$ cat src/rtl/ysyx_25020037_exu_pipe.sv
// Execute-stage output register: 2-entry result queue toward LSU/WBU plus branch/jump redirect pulse.
// Optional perf counters are enabled by defining YSYX_25020037_EXU_PERF_EN.
module ysyx_25020037_exu_pipe (
  input  logic        clock,
  input  logic        reset,
  input  logic        in_valid,
  output logic        in_ready,
  input  logic [31:0] in_pc,
  input  logic [4:0]  in_rd,
  input  logic        in_rd_wen,
  input  logic        in_is_branch,
  input  logic        in_is_jal,
  input  logic        in_is_jalr,
  input  logic        in_mem_ren,
  input  logic        in_mem_wen,
  input  logic [1:0]  in_mem_size,
  input  logic [31:0] in_store_data,
  input  logic [31:0] alu_result1,
  input  logic [31:0] alu_result2,
  output logic        out_valid,
  input  logic        out_ready,
  output logic [31:0] out_pc,
  output logic [4:0]  out_rd,
  output logic        out_rd_wen,
  output logic        out_mem_ren,
  output logic        out_mem_wen,
  output logic [1:0]  out_mem_size,
  output logic [31:0] out_store_data,
  output logic [31:0] out_wdata,
  output logic [31:0] out_addr,
  output logic        redirect_valid,
  output logic [31:0] redirect_pc,
  output logic [31:0] perf_issue_cnt,
  output logic [31:0] perf_redirect_cnt
);

  typedef struct packed {
    logic [31:0] pc;
    logic [4:0]  rd;
    logic        rd_wen;
    logic        mem_ren;
    logic        mem_wen;
    logic [1:0]  mem_size;
    logic [31:0] store_data;
    logic [31:0] wdata;
    logic [31:0] addr;
  } entry_t;

  logic [1:0]  r_count;
  logic        r_wptr;
  logic        r_rptr;
  logic        r_redirect_valid;
  logic [31:0] r_redirect_pc;

  logic        w_enq;
  logic        w_deq;
  logic        w_taken;
  logic [31:0] w_redir_pc;
  entry_t      w_new;
  entry_t      w_head;
  entry_t      w_ents [2];
  logic        w_unused;

  // Only the condition bit of the second ALU result matters.
  assign w_unused = ^alu_result2[31:1];

  assign in_ready  = (r_count != 2'd2) & ~r_redirect_valid;
  assign out_valid = (r_count != 2'd0);
  assign w_enq     = in_valid & in_ready;
  assign w_deq     = out_valid & out_ready;
  assign w_taken   = in_is_jal | in_is_jalr | (in_is_branch & alu_result2[0]);
  assign w_redir_pc = in_is_jalr ? {alu_result1[31:1], 1'b0} : alu_result1;

  always_comb begin
    w_new            = '0;
    w_new.pc         = in_pc;
    w_new.rd         = in_rd;
    w_new.rd_wen     = in_rd_wen & (in_rd != 5'd0) & ~in_is_branch;
    w_new.mem_ren    = in_mem_ren;
    w_new.mem_wen    = in_mem_wen;
    w_new.mem_size   = in_mem_size;
    w_new.store_data = in_store_data;
    w_new.wdata      = (in_is_jal | in_is_jalr) ? (in_pc + 32'd4) : alu_result1;
    w_new.addr       = alu_result1;
  end

  genvar gi;
  generate
    for (gi = 0; gi < 2; gi++) begin : g_entry
      entry_t r_ent;
      always_ff @(posedge clock or posedge reset) begin
        if (reset) begin
          r_ent <= '0;
        end else if (w_enq && (r_wptr == 1'(gi))) begin
          r_ent <= w_new;
        end
      end
      assign w_ents[gi] = r_ent;
    end
  endgenerate

  always_ff @(posedge clock or posedge reset) begin
    if (reset) begin
      r_count <= 2'd0;
      r_wptr  <= 1'b0;
      r_rptr  <= 1'b0;
    end else begin
      if (w_enq) r_wptr <= ~r_wptr;
      if (w_deq) r_rptr <= ~r_rptr;
      case ({w_enq, w_deq})
        2'b10:   r_count <= r_count + 2'd1;
        2'b01:   r_count <= r_count - 2'd1;
        default: r_count <= r_count;
      endcase
    end
  end

  // Redirect is a single-cycle pulse; the pc register holds its last value otherwise.
  always_ff @(posedge clock or posedge reset) begin
    if (reset) begin
      r_redirect_valid <= 1'b0;
      r_redirect_pc    <= 32'd0;
    end else begin
      r_redirect_valid <= w_enq & w_taken;
      if (w_enq && w_taken) r_redirect_pc <= w_redir_pc;
    end
  end

  assign redirect_valid = r_redirect_valid;
  assign redirect_pc    = r_redirect_pc;

  assign w_head         = r_rptr ? w_ents[1] : w_ents[0];
  assign out_pc         = w_head.pc;
  assign out_rd         = w_head.rd;
  assign out_rd_wen     = w_head.rd_wen;
  assign out_mem_ren    = w_head.mem_ren;
  assign out_mem_wen    = w_head.mem_wen;
  assign out_mem_size   = w_head.mem_size;
  assign out_store_data = w_head.store_data;
  assign out_wdata      = w_head.wdata;
  assign out_addr       = w_head.addr;

`ifdef YSYX_25020037_EXU_PERF_EN
  logic [31:0] r_issue_cnt;
  logic [31:0] r_redir_cnt;

  always_ff @(posedge clock or posedge reset) begin
    if (reset) begin
      r_issue_cnt <= 32'd0;
      r_redir_cnt <= 32'd0;
    end else begin
      if (w_enq)            r_issue_cnt <= r_issue_cnt + 32'd1;
      if (r_redirect_valid) r_redir_cnt <= r_redir_cnt + 32'd1;
    end
  end

  assign perf_issue_cnt    = r_issue_cnt;
  assign perf_redirect_cnt = r_redir_cnt;
`else
  assign perf_issue_cnt    = 32'd0;
  assign perf_redirect_cnt = 32'd0;
`endif

endmodule

$ cat config.mk
export PLATFORM = sky130hd
export DESIGN_NAME = ysyx_25020037_exu_pipe
export DESIGN_NICKNAME = d
export VERILOG_FILES = /design/src/rtl/ysyx_25020037_exu_pipe.sv
export SDC_FILE = /design/constraint.sdc
export NUM_CORES = 1
export LEC_CHECK = 0
export ABC_AREA = 1
export BUFFER_PORTS_ARGS = -buffer_cell sky130_fd_sc_hd__buf_2
export CAP_MARGIN = 40
export CORE_UTILIZATION = 54
export CTS_CLUSTER_DIAMETER = 200
export DETAILED_ROUTE_END_ITERATION = 10
export GPL_TIMING_DRIVEN = 0
export PLACE_DENSITY = 0.87
export SLEW_MARGIN = 10
export SYNTH_ARGS = -nofsm -noshare
export SYNTH_HDL_FRONTEND = slang
export SYNTH_SLANG_ARGS = --single-unit
$ cat constraint.sdc
create_clock -name clock -period 11.65 [get_ports clock]
set_input_delay 1.165 -clock clock [delete_from_list [all_inputs] [get_ports clock]]
set_output_delay 1.165 -clock clock [all_outputs]
set_load 0.02 [all_outputs]
==> metrics.yaml <==
sta:
  max_slew_margin_pct: 44.7
  hold_viol_final: 0
  tightest_slew_ps: 829
  holdWs_ps: 472
  fmax_mhz: 237
  finalSetupViolCount: 0
  drv_slew: 0
  min_period_ps: 4210
  fin_crit_sh_pct: 36.1
  grt_setup_unrepaired: "false"
  fin_worst_skew_ps: 10.8
clock_network:
  clkSlewWorstSetupHoldPaths_ps: 60
  cts_tree: "done"
  post_cts_resized: 0
  htree_levels: 2
  root_buffer: "clkbuf_16"
  clkLatencyLatePin_ps: 520
  numCtsBuffers: 34
  ctsHoldBuffers: 0
  cts_setup_buffers: 0
  clock_sinks: 313
  clock_path_buffers: 3
die:
  die_h_um: 168
  start_util_pct: 55.1
  die-area_sq_um: 28200
  coreArea_sq_um: 27000
  ios: 382
  die_w_um: 168
  row_count: 60
global_route:
  use_met1_pct: 43.5
  met2_usage_pct: 52.3
  grt_max_degree: 118
  globalRoute.totalOverflow: 0
  busiest_layer: "met2"
  grt_pass1_wl_um: 71700
  antenna_found_initial: 6
  met3_usage_pct: 6.93
  grt_usage_pct: 32.9
  grt_pass1_vias: 13500
logic_synthesis:
  yosysMostFrequentCell: "nand2_1"
  synth-edff-count: 0
  synth.area.top_cells: "dfrtp_1, nand2_1, o21ai_0"
  synth_top_family_by_area: "simple AND/OR/NAND/NOR gates"
  yosysWarnings: 0
  avgSynthCellArea_sq_um: 7.75
  syn-cell-area_sq_um: 14800
  ys_types: 29
  synth_xor_xnor_area_share_pct: 0.649
  synth_seq_cells: 313
  synth_top_area_cell: "dfrtp_1"
  synth_compound_area_share_pct: 11.5
  muxShareOfSynthArea_pct: 0
  synthTopCellsByCount: "nand2_1, dfrtp_1, o21ai_0"
  synth_simple_gate_area_share_pct: 23.8
  async_reset_ff_share_pct: 100
  synth-seq-area-share_pct: 52.8
  synth_top_area_share_pct: 52.8
  synthCells: 1914
  ys.flop_type: "dfrtp_1"
  synth-adder-area-share_pct: 0.169
placement:
  dp_hpwl_um: 34000
  io_buffers: 286
  placed_area_sq_um: 17000
  dpl.cell_count: 2606
  place_congestion: 0.892
worst_setup_path:
  r2r-end: "g_entry[1].r_ent[118]$_DFFE_PP0P_"
  crit_path_start_kind: "register"
  reg2reg_from: "r_count[0]$_DFFE_PP0P_"
  reg2regPathDepth: 9
  arrival_ps: 3050
  critical_path_class: "register to output port"
  worstPathRequired_ps: 10490
  rrSetupSlack_ps: 9820
  cp-end-kind: "output port"
  worstPathMaxFanout: 10
run_status:
  status: "finished clean"
cells_and_area:
  final_nets: 2448
  drive_above_1_share_pct: 20.3
  syn2layout_area_growth_pct: 22.1
  num-fill-cells: 2276
  multi_input_area_sq_um: 5610
  seq_area_sq_um: 7830
  fin_area_sq_um: 18100
  finalNonFillerCells: 2671
run:
  maxCapViolations: 0
drt:
  drc: 0
  ant_nets: 0
  vias_per_cell: 5.31
  wire_per_inst_um: 17.4
  num_vias: 14200
  drt_pass1_iterations: 5
  wl_um: 46400
  drt-initial-drc-count: 1489
power_and_ir_drop:
  peakVddDrop_v: 0.000182
  leakagePower_nw: 9.99
  finalPower_mw: 5.40
  p_per_area_nw_per_um2: 298
min_path:
  hold_end: "g_entry[1].r_ent[82]$_DFFE_PP0P_"
  hp-class: "register to register"
  min_path_cells: 2
  holdCritStartpoint: "g_entry[1].r_ent[82]$_DFFE_PP0P_"
cell type report:
class	instances	area share [%]
Clock inverter	16	0.815
Tap cell	341	2.35
Multi-Input combinational cell	1325	31.0
Timing Repair Buffer	288	8.20
Buffer	166	5.45
Sequential cell	313	43.2
Antenna cell	5	0.0691
Inverter	173	3.63
Clock buffer	44	5.30
through the flow:
| stage | utilization, % | TNS (ps) | setup slack (ps) |
|---|---|---|---|
| after CTS | 67.2 | 0 | 7460 |
| after global routing | 67.2 | 0 | 7400 |
| after floorplan | - | 0 | 1830 |
| after detailed placement | 63.1 | 0 | 8010 |
| final | 67.2 | 0 | 7440 |
| after global placement | 62.8 | -348430 | -1140 |
flip-flops by register name, summed over array words and instances, names as in the netlist:
name and cells:
r_rptr 1, r_wptr 1, redirect_valid 1, g_entry.r_ent 276
redirect_pc 32, r_count 2
worst max path at each step:
stage                             from  slack (ps)                          endpoint  cells after the start
finish              r_rptr$_DFFE_PP0P_        7440                     out_wdata[21]                      6
global placement                 reset       -1140  g_entry[0].r_ent[70]$_DFFE_PP0P_                      2
detailed placement  r_rptr$_DFFE_PP0P_        8010                     out_wdata[21]                      6
global route        r_rptr$_DFFE_PP0P_        7400                     out_wdata[21]                      6
floorplan                        reset        1830   g_entry[0].r_ent[0]$_DFFE_PP0P_                      1
CTS                 r_rptr$_DFFE_PP0P_        7460                     out_wdata[21]                      6
power breakdown:
group	internal (mW)	switching, mW
registers	1.60	0.256
logic	0.743	1.72
clock network	0.629	0.452
total	2.97	2.42
layer usage:
metal,up-vias,wire length [um]
li1,6590,-
met4,2,2050
met3,136,4250
met1,6688,18600
met2,771,21500
met5,-,10
cells by family (layout without fill, tap and decap cells):
kind of cell | after synthesis | in the layout
simple gates | 911 | 911
flops | 313 | 313
fa+ha+maj | 2 | 2
buf+inv | 339 | 687
xor+xnor | 11 | 11
other cells | 1 | 69
compound gates | 337 | 337
critical path, cell delays in order, from the launching register on:
cell,delay (ps)
dfrtp_1,520
buf_2,290
clkbuf_1,660
clkbuf_1,520
nand2_1,100
o21ai_0,190
buf_2,240
layout by cell type, fill, tap and decap left out, types with 35 or more instances in the layout:
cell	count
clkbuf_1	49
inv_1	169
conb_1	64
nand3_1	58
nor2_1	36
buf_2	325
o21ai_1	59
o21ai_0	268
buf_4	74
clkbuf_16	35
nand2_1	809
dfrtp_1	313
No activity file was read; power rests on OpenSTA's default activity.
